`src/rtl/psum_aggregator.sv`:
```
// Pairs queued output addresses with PE partial-sum vectors in order and
// performs a saturating read-modify-write (or overwrite) into the output BRAM.
module psum_aggregator #(
    parameter int unsigned ADDR_WIDTH = 32,
    parameter int unsigned LANES      = 6,
    parameter int unsigned ACC_W      = 16,
    parameter int unsigned FIFO_DEPTH = 8,
    parameter int unsigned CNT_W      = 16
) (
    input  logic                        clk,
    input  logic                        rst_n,
    input  logic [ADDR_WIDTH-1:0]       agg_queue_addr,
    input  logic                        agg_queue_push,
    input  logic                        pe_valid,
    input  logic [LANES*ACC_W-1:0]      pe_psum,
    input  logic                        pe_first,
    output logic                        pe_ready,
    output logic [ADDR_WIDTH-1:0]       out_bram_addr,
    output logic                        out_bram_en,
    output logic                        out_bram_we,
    output logic [LANES*ACC_W-1:0]      out_bram_wdata,
    input  logic [LANES*ACC_W-1:0]      out_bram_rdata,
    output logic [$clog2(FIFO_DEPTH):0] fifo_count,
    output logic                        busy,
    output logic                        err_overflow,
    output logic                        err_underflow,
    output logic [CNT_W-1:0]            sat_count
);

    localparam int unsigned PTR_W = $clog2(FIFO_DEPTH);
    localparam int unsigned CNT_FW = PTR_W + 1;
    localparam int unsigned VEC_W = LANES * ACC_W;

    typedef enum logic [1:0] {
        S_IDLE  = 2'd0,
        S_READ  = 2'd1,
        S_ADD   = 2'd2,
        S_WRITE = 2'd3
    } state_t;

    state_t                state_q, state_d;
    logic [ADDR_WIDTH-1:0] fifo_mem_q [FIFO_DEPTH];
    logic [PTR_W-1:0]      wr_ptr_q, wr_ptr_d;
    logic [PTR_W-1:0]      rd_ptr_q, rd_ptr_d;
    logic [CNT_FW-1:0]     count_q, count_d;
    logic [VEC_W-1:0]      psum_q, psum_d;
    logic [ADDR_WIDTH-1:0] addr_q, addr_d;
    logic [VEC_W-1:0]      wdata_q, wdata_d;
    logic                  en_q, en_d;
    logic                  we_q, we_d;
    logic                  ready_q, ready_d;
    logic                  busy_q, busy_d;
    logic                  ovf_q, ovf_d;
    logic                  udf_q, udf_d;
    logic [CNT_W-1:0]      sat_q, sat_d;

    logic                  accept;
    logic                  do_push;
    logic                  fifo_full;
    logic                  fifo_empty;
    logic [LANES-1:0]      lane_sat;
    logic [VEC_W-1:0]      clamp_sum;

    assign fifo_full  = (count_q == CNT_FW'(FIFO_DEPTH));
    assign fifo_empty = (count_q == '0);
    assign accept     = pe_valid & ready_q;
    // A full queue still takes a push when the same cycle pops the head.
    assign do_push    = agg_queue_push & (~fifo_full | accept);

    // Per-lane signed add with one guard bit, clamped to the ACC_W range.
    for (genvar k = 0; k < LANES; k++) begin : g_lane
        logic [ACC_W-1:0] rd_lane;
        logic [ACC_W-1:0] ps_lane;
        logic [ACC_W:0]   ext_sum;

        assign rd_lane     = out_bram_rdata[k*ACC_W +: ACC_W];
        assign ps_lane     = psum_q[k*ACC_W +: ACC_W];
        assign ext_sum     = {rd_lane[ACC_W-1], rd_lane} + {ps_lane[ACC_W-1], ps_lane};
        assign lane_sat[k] = ext_sum[ACC_W] ^ ext_sum[ACC_W-1];
        assign clamp_sum[k*ACC_W +: ACC_W] =
            !lane_sat[k]    ? ext_sum[ACC_W-1:0] :
            ext_sum[ACC_W]  ? {1'b1, {(ACC_W-1){1'b0}}} :
                              {1'b0, {(ACC_W-1){1'b1}}};
    end

    always_comb begin
        state_d  = state_q;
        wr_ptr_d = wr_ptr_q;
        rd_ptr_d = rd_ptr_q;
        count_d  = count_q;
        psum_d   = psum_q;
        addr_d   = addr_q;
        wdata_d  = wdata_q;
        en_d     = 1'b0;
        we_d     = 1'b0;
        ovf_d    = ovf_q;
        udf_d    = udf_q;
        sat_d    = sat_q;

        if (do_push) begin
            wr_ptr_d = wr_ptr_q + PTR_W'(1);
        end
        if (accept) begin
            rd_ptr_d = rd_ptr_q + PTR_W'(1);
        end
        unique case ({do_push, accept})
            2'b10:   count_d = count_q + CNT_FW'(1);
            2'b01:   count_d = count_q - CNT_FW'(1);
            default: count_d = count_q;
        endcase

        if (agg_queue_push && fifo_full && !accept) begin
            ovf_d = 1'b1;
        end
        if (pe_valid && fifo_empty) begin
            udf_d = 1'b1;
        end

        unique case (state_q)
            S_IDLE: begin
                if (accept) begin
                    addr_d = fifo_mem_q[rd_ptr_q];
                    psum_d = pe_psum;
                    en_d   = 1'b1;
                    if (pe_first) begin
                        state_d = S_WRITE;
                        we_d    = 1'b1;
                        wdata_d = pe_psum;
                    end else begin
                        state_d = S_READ;
                    end
                end
            end
            S_READ: begin
                state_d = S_ADD;
            end
            S_ADD: begin
                state_d = S_WRITE;
                en_d    = 1'b1;
                we_d    = 1'b1;
                wdata_d = clamp_sum;
                if (|lane_sat && sat_q != '1) begin
                    sat_d = sat_q + CNT_W'(1);
                end
            end
            S_WRITE: begin
                state_d = S_IDLE;
            end
            default: begin
                state_d = S_IDLE;
            end
        endcase

        ready_d = (state_d == S_IDLE) && (count_d != '0);
        busy_d  = (state_d != S_IDLE);
    end

    always_ff @(posedge clk or negedge rst_n) begin
        if (!rst_n) begin
            state_q  <= S_IDLE;
            wr_ptr_q <= '0;
            rd_ptr_q <= '0;
            count_q  <= '0;
            psum_q   <= '0;
            addr_q   <= '0;
            wdata_q  <= '0;
            en_q     <= 1'b0;
            we_q     <= 1'b0;
            ready_q  <= 1'b0;
            busy_q   <= 1'b0;
            ovf_q    <= 1'b0;
            udf_q    <= 1'b0;
            sat_q    <= '0;
        end else begin
            state_q  <= state_d;
            wr_ptr_q <= wr_ptr_d;
            rd_ptr_q <= rd_ptr_d;
            count_q  <= count_d;
            psum_q   <= psum_d;
            addr_q   <= addr_d;
            wdata_q  <= wdata_d;
            en_q     <= en_d;
            we_q     <= we_d;
            ready_q  <= ready_d;
            busy_q   <= busy_d;
            ovf_q    <= ovf_d;
            udf_q    <= udf_d;
            sat_q    <= sat_d;
        end
    end

    // Queue storage needs no reset; occupancy is tracked by the pointers.
    always_ff @(posedge clk) begin
        if (do_push) begin
            fifo_mem_q[wr_ptr_q] <= agg_queue_addr;
        end
    end

    assign pe_ready       = ready_q;
    assign out_bram_addr  = addr_q;
    assign out_bram_en    = en_q;
    assign out_bram_we    = we_q;
    assign out_bram_wdata = wdata_q;
    assign fifo_count     = count_q;
    assign busy           = busy_q;
    assign err_overflow   = ovf_q;
    assign err_underflow  = udf_q;
    assign sat_count      = sat_q;

endmodule
```
`config.mk`:
```
export PLATFORM = sky130hd
export DESIGN_NAME = psum_aggregator
export DESIGN_NICKNAME = d
export VERILOG_FILES = /design/src/rtl/psum_aggregator.sv
export SDC_FILE = /design/constraint.sdc
export NUM_CORES = 1
export LEC_CHECK = 0
export ABC_AREA = 1
export ABC_CLOCK_PERIOD_IN_PS = 4710
export BUFFER_PORTS_ARGS = -buffer_cell sky130_fd_sc_hd__buf_2
export CORE_ASPECT_RATIO = 1.25
export CORE_MARGIN = 5
export CORE_UTILIZATION = 44
export DETAILED_ROUTE_END_ITERATION = 8
export GPL_ROUTABILITY_DRIVEN = 0
export SLEW_MARGIN = 20
export SYNTH_ARGS = -nofsm -noshare
export SYNTH_HDL_FRONTEND = slang
export SYNTH_SLANG_ARGS = --single-unit
```
`constraint.sdc`:
```
create_clock -name clk -period 4.71 [get_ports clk]
set_clock_uncertainty 0.2 [all_clocks]
set_input_delay 0.2355 -clock clk [delete_from_list [all_inputs] [get_ports clk]]
set_output_delay 0.2355 -clock clk [all_outputs]
set_load 0.05 [all_outputs]
```
Word-level counts from Yosys, hierarchy flattened:

Memories as Yosys holds them, arrays and structs flattened. A register that Yosys moved wholly into a read port is not among the register bits.
Index checks and enable logic that the tools add are counted.

* output and inout bits: 154
* word-level logic and storage cells: 87
* RAM bits: 256
* memories kept: 1
* bits in registers: 226

Memory list
* fifo_mem_q: words 8, width 32, rd ports 1, clocked after memory_dff 1, write ports 1, RTL line 42 `logic [ADDR_WIDTH-1:0] fifo_mem_q [FIFO_DEPTH];`

* bitwise logic cells: 10
* muxes and demuxes: 26
* reductions and logical operators: 17
* equality and inequality tests: 9
* $add $sub $neg: 11

Operators by type and width (number)
* two-way mux 16 bit: 12
* two-way mux 96 bit: 2
* one-hot mux 96 bit (2 select lines): 1
* adder 16 x 16 -> 17 bit: 6
* adder 16 x 1 -> 16 bit (second input constant): 1
* != test 16 bit (second input constant): 1
* one-hot mux 2 bit (4 select lines): 1
* one-hot mux 4 bit (2 select lines): 1
* adder 3 x 1 -> 3 bit (second input constant): 2
* == test 2 bit (second input constant): 3
* OR reduction 6 bit: 1
* XOR 1 bit: 6
* logical AND 1 bit: 5
* two-way mux 1 bit: 5
* adder 4 x 1 -> 4 bit (second input constant): 1
* == test 2 x 1 -> 1 bit (second input constant): 2
* == test 4 bit (second input constant): 1
* zero test 2 bit: 2
* zero test 4 bit: 1
* two-way mux 2 bit: 2
* != test 2 bit (second input constant): 2
* one-hot mux 1 bit (2 select lines): 2
* AND reduction 2 bit: 2
* nonzero test 2 bit: 2
* 7 further kinds: 9

Depth between registers and ports, before layout:

* word-level depth: 8
* gate-level depth with buffers: 22
* gate-level depth less buffers: 20

Least setup slack after synthesis:

No wires, ideal clock.

* path kind: register -> register
* start point: register psum_q[6]
* end point: register sat_q[6] (netlist: sat_count[6])
* data arrival time: 3.129 ns
* cell stages (with the launch flop): 22
* path slack: 1.261 ns
* setup time: 0.120 ns
* cell sequence: dfrtp_1 ha_1 a21oi_1 nor2_1 nor2_1 nor2_1 nor2_1 nand2_1 nand2_1 nand2_1 a21oi_1 xor2_1 ha_1 clkbuf_1 clkinv_1 nand3_1 nor3_1 nand3_4 buf_8 buf_12 nand4_1 nand2_1

* word-level cells in the longest chain between the ends: 5

Ends and longest elaborated chain
* start: declaration: RTL line 46 `logic [VEC_W-1:0] psum_q, psum_d;`
* start signal: assignment: RTL line 179 `psum_q <= psum_d;`
* adder 16 x 16 -> 17 bit: RTL line 78 `assign ext_sum = {rd_lane[ACC_W-1], rd_lane} + {ps_lane[ACC_W-1], ps_lane};`
* XOR 1 bit: RTL line 79 `assign lane_sat[k] = ext_sum[ACC_W] ^ ext_sum[ACC_W-1];`
* OR reduction 6 bit: RTL line 142 `if (|lane_sat && sat_q != '1) begin`
* logical AND 1 bit: RTL line 142
* AND reduction 2 bit (no source line)
* end signal: assignment: RTL line 188 `sat_q <= sat_d;`
* end: declaration: RTL line 55 `logic [CNT_W-1:0] sat_q, sat_d;`

Every way passes these cells.
A chain may end at the register's enable or synchronous reset.

Final worst setup path:

* start point: register psum_q[6]
* end point: register sat_q[12] (netlist: sat_count[12])

Same word-level chain as after synthesis.

==> results.rst <==
.. list-table::
   :header-rows: 1

   * - Metric
     - Value
   * - Max-cap violations
     - 0
   * - Synthesized net count
     - 3,391
   * - Final core utilization
     - 54.74%
   * - Achievable Freq
     - 235.6 MHz
   * - Primary flip-flop cell chosen by synthesis mapping
     - dfrtp_1
   * - Mean routed wirelength per cell
     - 18.90 um
   * - Sequential fraction of the synthesis area
     - 53.27%
   * - CP most frequent cell
     - nand2_1
   * - Minimum setup slack among reg-to-reg paths
     - 460 ps
   * - Worst flop-to-flop path endpoint
     - sat_count[12]$_DFFE_PN0P_
   * - Fraction of final layout cells with drive strength greater than 1
     - 15.49%
   * - Period utilisation layout
     - 90.13%
   * - Global router's overall resource usage
     - 24.39%
   * - # clock sinks
     - 514
   * - Clock latency reported for the late side of the worst-skew pair
     - 620 ps
   * - First-pass iteration count of the detailed router
     - 5
   * - Via count
     - 23,240
   * - Fraction of registers with async set or reset after synthesis
     - 50.19%
   * - Number of global-route vias before repair
     - 23,350
   * - Buffer cell driving the clock tree root
     - clkbuf_16
   * - Largest cells by area after synthesis
     - edfxtp_1, dfrtp_1, nand2_1, ha_1, nor2_1
   * - Number of antenna violations at the first check in global routing
     - 22
   * - Worst setup path endpoint
     - sat_count[12]$_DFFE_PN0P_
   * - LEAKAGE
     - 15.35 nW
   * - Combined buffer and inverter count along the critical path
     - 1
   * - CP startpoint kind
     - flip-flop
   * - Endpoint required time on the critical path
     - 4990 ps
   * - CTS max path bufs
     - 3
   * - Residual DRC count
     - 0
   * - Area growth, synth to finish
     - 23.04%
   * - Synthesis-stage register bit count
     - 514
   * - Total clock buffers created by CTS
     - 54
   * - Yosys warning count
     - 0
   * - Total number of placement rows
     - 100
   * - Clock tree from TritonCTS
     - built
   * - Unique masters post-synth
     - 49
   * - Via density
     - 5.350
   * - Setup TNS Final
     - 0 ps
   * - Kind of end point of the critical path
     - flip-flop
   * - Worst stage delay on the critical path
     - 510 ps
   * - DRC violation total after the first TritonRoute iteration
     - 1,652
   * - Fin nets
     - 3,868
   * - Class of the tightest hold or removal check
     - input port to flip-flop
   * - Synth Cell Area
     - 26,550 um^2
   * - First-pass GRT wire length
     - 129,100 um
   * - Category of cells accounting for the largest share of critical-path delay
     - simple AND/OR/NAND/NOR gates
   * - GR Overflow Total
     - 0
   * - Width of the chip
     - 229.7 um
   * - Most numerous cell types in the synthesized netlist
     - nand2_1, nor2_1, dfrtp_1
   * - Die boundary height
     - 284.6 um
   * - Largest net degree at the start of global routing
     - 157
   * - Number of max-slew violations in the final report
     - 0
   * - Endpoint arrival time on the critical path
     - 4530 ps
   * - Min Tclk post-route
     - 4245 ps
   * - # resized after CTS
     - 0
   * - Most repeated cell in the gate-level netlist after synthesis
     - nand2_1
   * - R2R cell count
     - 19
   * - CTS clk-pin slew, worst paths
     - 60 ps
   * - Proportion of netlist area held by the largest area contributor
     - 28.95%
   * - Post-DP HPWL
     - 55,150 um
   * - Setup CP Type
     - flip-flop to flip-flop
   * - Pwr Density
     - 738.3 nW/um^2
   * - Transition at the pin with the smallest max-transition slack
     - 1117 ps
   * - Post-route ant nets
     - 0
   * - Worst-path maximum fanout
     - 20
   * - Die Area
     - 65,390 um^2
   * - IO Count
     - 383
   * - Initial standard-cell utilization of the core
     - 44.49%
   * - Number of hold violations in the final report
     - 0
   * - Cells along the critical path
     - ha_1 > a21oi_1 > nor2_1 > nor2_1 > nor2_1 > nor2_1 > nand2_1 > nand2_1 > nand2_1 > a21oi_1 > xor2_1 > ha_1 > clkinv_1 > nand3_1 > nor3_1 > nand3_4 > nand3_2 > nand2_1 > nand2_1
   * - Number of flops mapped to enable cells by yosys
     - 256
   * - Cell count along the critical path
     - 19
   * - Deepest level of the CTS H-tree
     - 2
   * - Core box area
     - 59,680 um^2
   * - Filler Cell Count
     - 5,468
   * - Total wirelength of the detailed-routed design
     - 82,090 um
   * - Number of failing setup endpoints in the final timing report
     - 0
   * - Cell type with the highest aggregate area in the netlist
     - edfxtp_1
   * - Relative slew slack
     - 25.52%
   * - FF-to-FF Start
     - psum_q[6]$_DFFE_PN0P_
   * - Cell with the biggest individual delay on the critical path
     - ha_1
   * - Critical Path Source
     - psum_q[6]$_DFFE_PN0P_
   * - IO Port Bufs
     - 382
   * - Average cell area after synthesis
     - 8.731 um^2
   * - Maximum vdd ir drop
     - 0.0005068 V
   * - Setup repair after global routing missed its margin
     - false
   * - Run status
     - finished, final reports clean
   * - Mapped Cells
     - 3,041
## sequential cells by signal, indices dropped and copies added, names as in the netlist, 2 cells and up
name and count:
fifo_count 4, fifo_mem_q 256, out_bram_addr 32, out_bram_wdata 96, psum_q 96, rd_ptr_q 3, sat_count 16, state_q 2
wr_ptr_q 3
## worst min-delay path by stage
| stage | from | end | slack, ps | cells after the start |
|---|---|---|---|---|
| 2_1_floorplan | rst_n | busy$_DFF_PN0_ | -260 | 0 |
| 4_1_cts | out_bram_rdata[88] | out_bram_wdata[88]$_DFFE_PN0P_ | 0.3 | 5 |
| 6_report | out_bram_rdata[88] | out_bram_wdata[88]$_DFFE_PN0P_ | 20 | 5 |
| 5_1_grt | out_bram_rdata[88] | out_bram_wdata[88]$_DFFE_PN0P_ | 50 | 5 |
| 3_3_place_gp | rst_n | out_bram_wdata[71]$_DFFE_PN0P_ | 170 | 1 |
| 3_5_place_dp | rst_n | out_bram_wdata[71]$_DFFE_PN0P_ | 180 | 1 |
## cells by family after synthesis
group | after synthesis | share of synthesized area (%)
AOI/OAI and AO/OA | 489 | 10.55
xor gates and xnor gates | 49 | 1.616
adders and majority gates | 121 | 5.900
buffers and inverters | 316 | 4.698
DFF | 514 | 53.27
muxes | 1 | 0.04241
and+or+nand+nor | 1551 | 23.92
## where the power goes
group / switching [W] / total [W] / internal (W) / leakage (nW)
Sequential: 0.000743 / 0.00685 / 0.00610 / 5.53
Combinational: 0.00902 / 0.0126 / 0.00356 / 8.86
Clock: 0.00185 / 0.00469 / 0.00284 / 0.960
## metal layers
layer	share of wire [%]	vias up	track usage [%]
met3	5.8	180	4.492
met4	3.7	16	8.566
met2	50	697	42.87
met1	41	11130	30.19
met5	0.11	-	0
li1	-	11210	-
## tightest hold or removal path, stage by stage
cell and delay (ps):
buf_2 80, ha_1 190, xor2_1 80, a21oi_1 140, o21ai_1 70
## repair_timing
| item | in CTS | in global routing |
|---|---|---|
| hold endpoints to repair | 561 | 0 |
| endpoints found under the setup margin | 0 | 0 |
| buffers inserted | 0 | 0 |
| hold buffers | 144 | 0 |
## per-stage QoR
step                power (W)  hold WS [ps]  worst slack [ps]  cell area [um^2]  std cells
floorplan             0.01585        -260.1              1261             26550       3041
global placement      0.01914         169.5             765.6             29220       4083
detailed placement    0.01936         183.0             620.4             29220       4083
CTS                   0.02424        0.3247             592.0             32630       4328
global route          0.02582         48.21             18.16             32660       4338
finish                0.02412         24.32             464.7             32670       4344
## cell type report
| type | count | area [um^2] | share of cell area (%) |
|---|---|---|---|
| sequential | 514 | 14150 | 43.31 |
| multi-input combinational | 2211 | 11250 | 34.43 |
| timing repair buffer | 555 | 3618 | 11.08 |
| clock buffer | 81 | 1593 | 4.875 |
| tap | 765 | 957.2 | 2.930 |
| inverter | 182 | 689.4 | 2.110 |
| clock inverter | 20 | 374.1 | 1.145 |
| antenna | 16 | 40.04 | 0.1226 |
## placed cells by master, fill, tap and decap left out, drive strengths merged, types with 14 or more instances in the layout
cell type,synthesis,layout
nand2,944,944
buf,32,411
nor2,332,332
dfrtp,258,258
edfxtp,256,256
o21ai,245,245
nand3,199,199
inv,179,180
dlygate4sd3,0,144
a21oi,121,121
ha,114,114
clkbuf,102,81
o221ai,55,55
xor2,37,37
nand4,22,22
nor3,17,17
diode,0,16
or2,15,15
a21o,14,14
nand3b,14,14
(Power assumes the default switching activity.)
